File: src/rtl/collatz_pkg.sv
// collatz_pkg
// Shared definitions for talking to the tt_um_rtfb_collatz core: byte-wide
// control encodings for uio_in, core geometry, and the sweep sequencer state
// type. Imported by collatz_sweep_driver and collatz_sweep_best.
package collatz_pkg;

    // uio_in control bits: bit7 write strobe, bit6 kick, bit5 path-record select.
    localparam logic [7:0] CTRL_WRITE = 8'h80;
    localparam logic [7:0] CTRL_KICK  = 8'h40;
    localparam logic [7:0] CTRL_PREC  = 8'h20;

    // uio_in bits 4:0 address the core's byte registers.
    localparam int ADDR_BITS = 5;

    // Width of the core's iterator register.
    localparam int CORE_BITS = 144;

    typedef enum logic [2:0] {
        ST_IDLE     = 3'd0,
        ST_LOAD     = 3'd1,
        ST_KICK     = 3'd2,
        ST_WAIT_ON  = 3'd3,
        ST_WAIT_OFF = 3'd4,
        ST_READ     = 3'd5,
        ST_EMIT     = 3'd6
    } sweep_state_t;

    // Combine control flags with a byte address into a uio_in value.
    function automatic logic [7:0] ctrl_addr(input logic [7:0]           flags,
                                             input logic [ADDR_BITS-1:0] addr);
        return flags | {{(8 - ADDR_BITS){1'b0}}, addr};
    endfunction

endpackage

File: src/rtl/collatz_sweep_best.sv
// collatz_sweep_best
// Tracks the candidate with the longest orbit seen in the current sweep.
// Only instantiated when COLLATZ_SWEEP_BEST_EN is defined.
//
// Ports:
//   clk, reset         clock, synchronous active-high reset
//   clear_i            sweep command accepted: forget the previous best
//   update_i           a result is being handed off this cycle
//   start_i            candidate value of that result
//   orbit_len_i        orbit length of that result
//   best_start_o       candidate with the longest orbit so far
//   best_orbit_len_o   that orbit length
module collatz_sweep_best
    import collatz_pkg::*;
#(
    parameter int START_BITS = 32
) (
    input  logic                  clk,
    input  logic                  reset,
    input  logic                  clear_i,
    input  logic                  update_i,
    input  logic [START_BITS-1:0] start_i,
    input  logic [15:0]           orbit_len_i,
    output logic [START_BITS-1:0] best_start_o,
    output logic [15:0]           best_orbit_len_o
);

    logic [START_BITS-1:0] best_start_q;
    logic [15:0]           best_orbit_len_q;

    always_ff @(posedge clk) begin
        if (reset || clear_i) begin
            best_start_q     <= '0;
            best_orbit_len_q <= '0;
        end else if (update_i && (orbit_len_i > best_orbit_len_q)) begin
            // Strict compare: on a tie the earlier candidate stays.
            best_start_q     <= start_i;
            best_orbit_len_q <= orbit_len_i;
        end
    end

    assign best_start_o     = best_start_q;
    assign best_orbit_len_o = best_orbit_len_q;

endmodule

File: src/rtl/collatz_sweep_driver.sv
// collatz_sweep_driver
// Host-side sequencer for the tt_um_rtfb_collatz core. Accepts a sweep
// command (start value + count), and for each candidate loads the value into
// the core, kicks COMPUTE, waits for it to finish, reads orbit length and path
// record back, and emits one result on a valid/ready stream.
//
// Optional feature: define COLLATZ_SWEEP_BEST_EN to add best_start /
// best_orbit_len, tracking the longest orbit of the current sweep.
//
// Ports:
//   clk, reset            clock, synchronous active-high reset
//   cmd_valid/cmd_ready   sweep command handshake (ready only in IDLE)
//   cmd_start, cmd_count  first candidate, number of candidates (0 means 1)
//   core_ui_in            write data to the core
//   core_uio_in           {write, kick, prec_sel, addr[4:0]} to the core
//   core_uo_out           registered read data from the core
//   core_uio_oe           bit7 high while the core computes
//   res_valid/res_ready   result handshake
//   res_start             candidate value
//   res_orbit_len         steps taken by this candidate
//   res_path_rec          path record read from the core
//   res_flags             bit0 skip (candidate < 3), bit1 counter saturated
//   best_start, best_orbit_len   (COLLATZ_SWEEP_BEST_EN only)
//   sweep_done            one-cycle pulse after the last result is accepted
module collatz_sweep_driver
    import collatz_pkg::*;
#(
    parameter int START_BITS = 32,
    parameter int CORE_BYTES = CORE_BITS / 8
) (
    input  logic                  clk,
    input  logic                  reset,
    input  logic                  cmd_valid,
    output logic                  cmd_ready,
    input  logic [START_BITS-1:0] cmd_start,
    input  logic [15:0]           cmd_count,
    output logic [7:0]            core_ui_in,
    output logic [7:0]            core_uio_in,
    input  logic [7:0]            core_uo_out,
    input  logic [7:0]            core_uio_oe,
    output logic                  res_valid,
    input  logic                  res_ready,
    output logic [START_BITS-1:0] res_start,
    output logic [15:0]           res_orbit_len,
    output logic [15:0]           res_path_rec,
    output logic [1:0]            res_flags,
`ifdef COLLATZ_SWEEP_BEST_EN
    output logic [START_BITS-1:0] best_start,
    output logic [15:0]           best_orbit_len,
`endif
    output logic                  sweep_done
);

    localparam int                   START_BYTES = START_BITS / 8;
    localparam logic [ADDR_BITS-1:0] LOAD_LAST   = ADDR_BITS'(CORE_BYTES - 1);
    localparam logic [ADDR_BITS-1:0] READ_LAST   = ADDR_BITS'(4);
    localparam logic [START_BITS-1:0] MIN_CAND   = START_BITS'(3);

    sweep_state_t          state_q,       state_d;
    logic [START_BITS-1:0] cur_q,         cur_d;
    logic [15:0]           remaining_q,   remaining_d;
    logic [ADDR_BITS-1:0]  idx_q,         idx_d;
    logic [15:0]           olen_prev_q,   olen_prev_d;
    logic [7:0]            olen_lo_q,     olen_lo_d;
    logic [7:0]            olen_hi_q,     olen_hi_d;
    logic [7:0]            prec_lo_q,     prec_lo_d;
    logic                  res_valid_q,   res_valid_d;
    logic [START_BITS-1:0] res_start_q,   res_start_d;
    logic [15:0]           res_orbit_q,   res_orbit_d;
    logic [15:0]           res_path_q,    res_path_d;
    logic [1:0]            res_flags_q,   res_flags_d;
    logic                  sweep_done_q,  sweep_done_d;
    logic                  cmd_ready_q,   cmd_ready_d;
    logic [7:0]            uio_q,         uio_d;
    logic [7:0]            ui_q,          ui_d;

    logic        cmd_fire;
    logic        res_fire;
    logic        core_busy;
    logic [15:0] olen_now;
    logic        unused_oe_bits;

    assign cmd_fire       = cmd_valid & cmd_ready_q;
    assign res_fire       = res_valid_q & res_ready;
    assign core_busy      = core_uio_oe[7];
    assign olen_now       = {olen_hi_q, olen_lo_q};
    assign unused_oe_bits = ^core_uio_oe[6:0];

    // Next-state and result logic.
    always_comb begin
        // NOTE: every signal gets its hold value first so no path through
        // the case leaves one unassigned, which would infer a latch.
        state_d      = state_q;
        cur_d        = cur_q;
        remaining_d  = remaining_q;
        idx_d        = idx_q;
        olen_prev_d  = olen_prev_q;
        olen_lo_d    = olen_lo_q;
        olen_hi_d    = olen_hi_q;
        prec_lo_d    = prec_lo_q;
        res_valid_d  = res_valid_q;
        res_start_d  = res_start_q;
        res_orbit_d  = res_orbit_q;
        res_path_d   = res_path_q;
        res_flags_d  = res_flags_q;
        sweep_done_d = 1'b0;

        case (state_q)
            ST_IDLE: begin
                if (cmd_fire) begin
                    cur_d       = cmd_start;
                    remaining_d = (cmd_count == 16'd0) ? 16'd1 : cmd_count;
                    idx_d       = '0;
                    state_d     = ST_LOAD;
                end
            end

            ST_LOAD: begin
                // The core never terminates on 0 and mis-counts 1 and 2, so
                // those candidates are reported without touching the core.
                if (cur_q < MIN_CAND) begin
                    res_valid_d = 1'b1;
                    res_start_d = cur_q;
                    res_orbit_d = 16'd0;
                    res_path_d  = 16'd0;
                    res_flags_d = 2'b01;
                    state_d     = ST_EMIT;
                end else if (idx_q == LOAD_LAST) begin
                    state_d = ST_KICK;
                end else begin
                    idx_d = idx_q + 1'b1;
                end
            end

            ST_KICK: state_d = ST_WAIT_ON;

            ST_WAIT_ON: begin
                if (core_busy) state_d = ST_WAIT_OFF;
            end

            ST_WAIT_OFF: begin
                if (!core_busy) begin
                    idx_d   = '0;
                    state_d = ST_READ;
                end
            end

            ST_READ: begin
                // Core read data is registered: the byte addressed in cycle
                // r(k) appears on core_uo_out in cycle r(k+1).
                idx_d = idx_q + 1'b1;
                case (idx_q)
                    5'd1: olen_lo_d = core_uo_out;
                    5'd2: olen_hi_d = core_uo_out;
                    5'd3: prec_lo_d = core_uo_out;
                    default: ;
                endcase
                if (idx_q == READ_LAST) begin
                    // The core's orbit counter is cumulative across runs, so
                    // the per-candidate length is the modular difference.
                    res_valid_d = 1'b1;
                    res_start_d = cur_q;
                    res_orbit_d = olen_now - olen_prev_q;
                    res_path_d  = {core_uo_out, prec_lo_q};
                    res_flags_d = {olen_now == 16'hffff, 1'b0};
                    olen_prev_d = olen_now;
                    state_d     = ST_EMIT;
                end
            end

            ST_EMIT: begin
                if (res_fire) begin
                    res_valid_d = 1'b0;
                    cur_d       = cur_q + START_BITS'(1);
                    remaining_d = remaining_q - 16'd1;
                    idx_d       = '0;
                    if (remaining_q == 16'd1) begin
                        sweep_done_d = 1'b1;
                        state_d      = ST_IDLE;
                    end else begin
                        state_d = ST_LOAD;
                    end
                end
            end

            default: state_d = ST_IDLE;
        endcase
    end

    // Core-facing outputs are derived from the upcoming state so that the
    // registered value lines up with the cycle spent in that state.
    always_comb begin
        uio_d       = 8'h00;
        ui_d        = 8'h00;
        cmd_ready_d = (state_d == ST_IDLE);

        case (state_d)
            ST_LOAD: begin
                if (cur_d >= MIN_CAND) begin
                    uio_d = ctrl_addr(CTRL_WRITE, idx_d);
                    for (int b = 0; b < START_BYTES; b++) begin
                        if (idx_d == ADDR_BITS'(b)) ui_d = cur_d[8*b +: 8];
                    end
                end
            end
            ST_KICK: uio_d = CTRL_KICK;
            ST_READ: begin
                case (idx_d)
                    5'd0:    uio_d = ctrl_addr(8'h00, 5'd0);
                    5'd1:    uio_d = ctrl_addr(8'h00, 5'd1);
                    5'd2:    uio_d = ctrl_addr(CTRL_PREC, 5'd0);
                    5'd3:    uio_d = ctrl_addr(CTRL_PREC, 5'd1);
                    default: uio_d = 8'h00;
                endcase
            end
            default: ;
        endcase
    end

    // NOTE: state registers use non-blocking assignment so every flop
    // samples pre-edge values regardless of statement order.
    always_ff @(posedge clk) begin
        if (reset) begin
            state_q      <= ST_IDLE;
            cur_q        <= '0;
            remaining_q  <= '0;
            idx_q        <= '0;
            olen_prev_q  <= '0;
            olen_lo_q    <= '0;
            olen_hi_q    <= '0;
            prec_lo_q    <= '0;
            res_valid_q  <= 1'b0;
            res_start_q  <= '0;
            res_orbit_q  <= '0;
            res_path_q   <= '0;
            res_flags_q  <= '0;
            sweep_done_q <= 1'b0;
            cmd_ready_q  <= 1'b1;
            uio_q        <= '0;
            ui_q         <= '0;
        end else begin
            state_q      <= state_d;
            cur_q        <= cur_d;
            remaining_q  <= remaining_d;
            idx_q        <= idx_d;
            olen_prev_q  <= olen_prev_d;
            olen_lo_q    <= olen_lo_d;
            olen_hi_q    <= olen_hi_d;
            prec_lo_q    <= prec_lo_d;
            res_valid_q  <= res_valid_d;
            res_start_q  <= res_start_d;
            res_orbit_q  <= res_orbit_d;
            res_path_q   <= res_path_d;
            res_flags_q  <= res_flags_d;
            sweep_done_q <= sweep_done_d;
            cmd_ready_q  <= cmd_ready_d;
            uio_q        <= uio_d;
            ui_q         <= ui_d;
        end
    end

    assign cmd_ready     = cmd_ready_q;
    assign core_uio_in   = uio_q;
    assign core_ui_in    = ui_q;
    assign res_valid     = res_valid_q;
    assign res_start     = res_start_q;
    assign res_orbit_len = res_orbit_q;
    assign res_path_rec  = res_path_q;
    assign res_flags     = res_flags_q;
    assign sweep_done    = sweep_done_q;

`ifdef COLLATZ_SWEEP_BEST_EN
    collatz_sweep_best #(
        .START_BITS (START_BITS)
    ) u_best (
        .clk              (clk),
        .reset            (reset),
        .clear_i          (cmd_fire),
        .update_i         (res_fire),
        .start_i          (res_start_q),
        .orbit_len_i      (res_orbit_q),
        .best_start_o     (best_start),
        .best_orbit_len_o (best_orbit_len)
    );
`endif

endmodule

File: config.mk
export PLATFORM = sky130hd
export DESIGN_NAME = collatz_sweep_driver
export DESIGN_NICKNAME = d
export VERILOG_FILES = /design/src/rtl/collatz_pkg.sv /design/src/rtl/collatz_sweep_best.sv /design/src/rtl/collatz_sweep_driver.sv
export SDC_FILE = /design/constraint.sdc
export NUM_CORES = 1
export LEC_CHECK = 0
export ABC_AREA = 1
export BUFFER_PORTS_ARGS = -buffer_cell sky130_fd_sc_hd__buf_4
export CORE_MARGIN = 2
export CORE_UTILIZATION = 36
export CTS_CLUSTER_DIAMETER = 150
export DETAILED_ROUTE_END_ITERATION = 6
export REMOVE_ABC_BUFFERS = 1
export SYNTH_ARGS = -nofsm -noshare
export SYNTH_HDL_FRONTEND = slang
export SYNTH_SLANG_ARGS = --single-unit
File: constraint.sdc
create_clock -name clk -period 3.2 [get_ports clk]
set_clock_uncertainty 0.1 [all_clocks]
set_input_delay 0.64 -clock clk [delete_from_list [all_inputs] [get_ports clk]]
set_output_delay 0.64 -clock clk [all_outputs]
set_load 0.005 [all_outputs]
Word level (Yosys, flattened, before mapping). Index checks and enable logic that the tools add are counted.

Output and inout port bits: 85. Input bits: 68. Flip-flop bits (word level): 181.

Bitwise gates (word level): 6. Magnitude comparators: 2. Eq/ne operators: 23. Add/sub/neg operators: 4. Reduce and logical (&&, ||, !) cells: 16. Muxes and demuxes: 45.

Operator list (number): two-way mux 32 bit (4); case mux 32 bit (2 select lines) (2); two-way mux 16 bit (6); case mux 16 bit (2 select lines) (3); two-way mux 8 bit (5); adder 32 x 1 -> 32 bit (second input constant) (1); greater-or-equal comparator 32 x 2 -> 1 bit (second input constant) (1); less-than comparator 32 x 2 -> 1 bit (second input constant) (1); two-way mux 5 bit (5); case mux 5 bit (5 select lines) (1); case mux 8 bit (3 select lines) (1); two-way mux 3 bit (7); case mux 3 bit (7 select lines) (1); equality test 5 x 2 -> 1 bit (second input constant) (4); case mux 6 bit (3 select lines) (1); equality test 16 x 1 -> 1 bit (second input constant) (1); equality test 16 bit (second input constant) (1); logical NOT 16 bit (1); subtractor 16 x 1 -> 16 bit (second input constant) (1); subtractor 16 bit (1); equality test 3 bit (second input constant) (4); equality test 5 x 1 -> 1 bit (second input constant) (2); equality test 3 x 2 -> 1 bit (second input constant) (3); inequality test 2 bit (second input constant) (4); other kinds (18) (35).

Depth between registers and ports, before layout.
Depth after elaboration: 9. Depth in mapped cells: 18. Mapped depth without buffers: 18.

Worst setup path before layout. Ideal clock, no wire load.

Kind: input-to-reg. From: in res_ready. To: reg ui_q[0] (netlist: core_ui_in[0]). Library setup time: 0.118 ns. Path slack: 0.867 ns. Path buffers: 0. Arrival time: 2.115 ns. Required time: 2.982 ns. Stages: 14. Cells stage by stage: nand2_2 clkinv_1 nand3_1 nor2_1 nor2_1 o21ai_0 inv_1 or2_2 nor2_1 nand3_1 nor2_1 nand3_2 nand3_4 nor2_2.

Cells in the longest elaborated chain, start to end: 8.

Ends and longest elaborated chain: start: declaration (RTL line collatz_sweep_driver.sv:42) `input logic res_ready,`; bitwise AND 1 bit * (RTL line collatz_sweep_driver.sv:84) `assign res_fire = res_valid_q & res_ready;`; branches (longest 7 deep; another with greater-or-equal comparator 32 x 2 -> 1 bit); end signal: assignment (RTL line collatz_sweep_driver.sv:258) `ui_q <= ui_d;`; end: declaration (RTL line collatz_sweep_driver.sv:75) `logic [7:0] ui_q, ui_d;`.

Mark *: on every way between the ends. A chain may end at the register's enable or synchronous reset.

Worst setup path after layout.
From: reg cur_q[0]. To: reg ui_q[5] (netlist: core_ui_in[5]).

Cells in the longest elaborated chain, start to end: 8.

Ends and longest elaborated chain: start: declaration (RTL line collatz_sweep_driver.sv:60) `logic [START_BITS-1:0] cur_q, cur_d;`; start signal: assignment (RTL line collatz_sweep_driver.sv:243) `cur_q <= cur_d;`; branches (longest 8 deep; another with adder 32 x 1 -> 32 bit).

Parallel ways; which one is timed is not known.

==> key figures <==
CTS
  – Post-CTS Setup Inserts: 0
  – CTS root buf: clkbuf_16
  – CTS Buf Count: 17
  – Skew-Pair Late Insertion Delay: ~0.44 ns
  – CTS H-tree depth: 4
  – CTS tree: yes
  – Number of hold buffers added after CTS: 0
  – Cts repair resizes: 0
  – CTS sink cnt: ~180
  – CTS clk-pin slew, worst paths: 0.08 ns
  – Max clock buf depth: 2

Global route
  – Remaining Overflow, GRT: 0
  – GR Util All Layers: 0.208
  – Number of global-route vias before repair: roughly 9.2k
  – First-pass GRT wire length: roughly 48000 µm
  – Pin count of the biggest net entering global routing: 65
  – Initial antenna violation count: 0

Logic synthesis
  – Netlist cell types: 56
  – Cell area after synthesis: around 0.01 mm²
  – Syn Area/Cell: about 6.6 µm²
  – Cells after synthesis: roughly 1.5k
  – Synth Register Bits: 181
  – Synthesis Warnings: 0
  – Register area share after synthesis: 0.368

Detailed routing
  – Vias: about 10k
  – ANT nets after route: 0
  – Drt pass-1 iters: 5
  – DRT iter0 DRCs: between 600 and 700
  – DR vias/cell: 5.08
  – Drt total wl: between 30000 and 40000 µm
  – Routed len/inst: 15.3 µm
  – DRC viols: 0

Finish
  – Share of layout cells above drive strength 1: 0.164
  – Most common cell after layout, fill and taps aside: nand2_1
  – Most frequent cells in the layout: 309 x nand2_1, 216 x nor2_1, 181 x dfxtp_1, 170 x buf_4, 150 x inv_1
  – Diode count: 0
  – Final net count: 1708
  – P&R area growth vs syn: 20.7%

Critical path
  – R2R Setup Slk: about 0.34 ns
  – Worst setup SP type: register
  – Max stage delay on crit path: between 0.3 and 0.4 ns
  – Reg2reg start: cur_q[0]$_SDFF_PP0_
  – CP cell instances: ha_1, inv_1, nand3_1, nor2_2, nand2_4, nor2_4, nand2_1, nand3_1, nand3_2, nor2_4, inv_2, nor2_8, nand2_2, nor3_1, nor2_1, nor2_2
  – R2r endpoint: core_ui_in[5]$_SDFF_PP0_
  – Worst Setup End Kind: register
  – Critical path class: reg2reg
  – Worst EP required: 3.48 ns
  – Crit path max fanout: 18
  – Worst reg2reg path depth: 16
  – Worst EP arrival: between 3 and 4 ns
  – Max stage delay cell, worst path: dfxtp_1

Min path
  – Hold WC Path Type: reg2reg
  – Hold path depth: 2
  – WHS Endpoint: olen_prev_q[9]$_SDFFE_PP0P_
  – Hold Path Origin: olen_prev_q[9]$_SDFFE_PP0P_

Timing
  – RSZ-0062 raised after global routing: false
  – Final hold vios: 0
  – Fmax: roughly 0.35 GHz
  – Final setup TNS: 0 ns
  – Period utilization: 0.894
  – Final Max Tran Viols: 0
  – Period minus WS final: about 2.9 ns
  – Relative max-transition margin: 0.471
  – Final setup violation count: 0
  – Worst-Margin Slew: a little under 0.8 ns

Die
  – Initial Util: 0.366
  – Core box area: 0.0270 mm²
  – Core Rows: 60
  – Die X: about 170 µm
  – Vert. Die Dim: around 170 µm
  – Die area: around 0.029 mm²
  – Boundary Pins: about 150

Power and ir drop
  – Worst ir drop on vdd: 381 µV
  – Leak: between 5 and 6 nW
  – Pwr Density: around 650 mW/mm²
  – Total power: about 7.7 mW

Placement
  – Port-buffer cells: approximately 150
  – DP Wirelength: ~22000 µm
  – RD Place Congestion: ~0.89

Status
  – Status: finished, final reports clean

Flow run
  – Max cap viols: 0
==> cell type report <==
| class | count | area, µm² |
|---|---|---|
| repair buffers | 171 | 1300 |
| multi-input cells | 1082 | 5360 |
| inverters | 164 | 616 |
| clock inverters | 15 | 160 |
| clock buffers | 17 | 425 |
| well taps | 341 | 427 |
| flip-flops and latches | 181 | 3620 |
| fillers | 2829 | 15000 |
==> routing by layer <==
layer | part of all wire | vias up | GRT usage
met5 | 0 | - | 0
met4 | 0.019 | 0 | 0.0554
met3 | 0.054 | 34 | 0.0338
met2 | 0.45 | 288 | 0.334
met1 | 0.48 | 4555 | 0.290
li1 | - | 5137 | -
==> power breakdown <==
part           internal (mW)  switching, mW
Sequential              2.63          0.290
Combinational           1.04           1.68
Clock                   1.04           1.06
Total                   4.71           3.03
==> registers in the layout, summed over array words and instances (netlist names), 16 cells and up <==
register and count:
remaining_q 16, cur_q 32, res_orbit_len 16, res_start 32, res_path_rec 16, olen_prev_q 16
==> cells in the mapped netlist, drive strengths merged <==
master,number,area (µm²)
and3,1,6.26
a32oi,3,26.3
nor2,245,1030
nor4,10,75.1
or2,2,12.5
clkbuf,37,139
o211ai,6,45.0
a22oi,13,97.6
o21ai,152,761
a21oi,134,674
clkinv,2,7.51
a21o,3,22.5
a21boi,1,7.51
nor3,12,60.1
nor3b,2,20.0
o21bai,3,22.5
fa,1,20.0
a221oi,4,35.0
o311ai,1,8.76
nand4,20,146
ha,22,275
inv,162,608
o32ai,2,17.5
a211oi,5,37.5
a31oi,4,25.0
nand3,94,513
o211a,1,10.0
xor2,10,87.6
nand2,317,1210
o2bb2ai,1,8.76
xnor2,1,8.76
o2111ai,1,8.76
buf,22,124
nand3b,8,60.1
o31ai,1,7.51
dfxtp,181,3620
o21a,1,7.51
a31o,1,8.76
==> metrics by stage <==
| step | cells | utilization | hold slack (ns) | worst slack, ns | area (µm²) |
|---|---|---|---|---|---|
| CTS | 1971 | 0.442 | 0.362 | 0.338 | 11900 |
| finish | 1971 | 0.442 | 0.362 | 0.339 | 11900 |
| floorplan | 1427 | - | 0.338 | 0.131 | 9600 |
| detailed placement | 1939 | 0.420 | 0.351 | 0.318 | 11300 |
| global route | 1971 | 0.442 | 0.362 | 0.0862 | 11900 |
| global placement | 1939 | 0.420 | 0.344 | 0.306 | 11300 |
==> worst max-delay path by stage <==
| stage | from | end | slack, ns | cells after the start |
|---|---|---|---|---|
| 2_1_floorplan | state_q[2]$_SDFF_PP0_ | res_orbit_len[3]$_SDFFE_PP0P_ | 0.13 | 9 |
| 3_3_place_gp | res_ready | core_ui_in[4]$_SDFF_PP0_ | 0.31 | 16 |
| 3_5_place_dp | res_ready | core_ui_in[1]$_SDFF_PP0_ | 0.32 | 16 |
| 4_1_cts | cur_q[0]$_SDFF_PP0_ | core_ui_in[5]$_SDFF_PP0_ | 0.34 | 16 |
| 5_1_grt | cur_q[0]$_SDFF_PP0_ | core_ui_in[5]$_SDFF_PP0_ | 0.09 | 16 |
| 6_report | cur_q[0]$_SDFF_PP0_ | core_ui_in[5]$_SDFF_PP0_ | 0.34 | 16 |
==> cell families (layout without fill, tap and decap cells) <==
group                      count (synthesis)  after routing  share of synthesized area
xor gates and xnor gates                  11             11                    0.00977
DFF                                      181            181                      0.368
and+or+nand+nor                          711            711                      0.318
adders and majority gates                 23             23                     0.0299
AOI/OAI and AO/OA                        337            337                      0.186
buffers and inverters                    223            367                     0.0891
==> critical path: cells and delay by family, from the launching register on <==
kind	cells	cell delay, ns
buf+inv	2	0.21
fa+ha+maj	1	0.28
flops	1	0.39
simple gates	13	1.82
No activity file was read; power rests on OpenSTA's default activity.
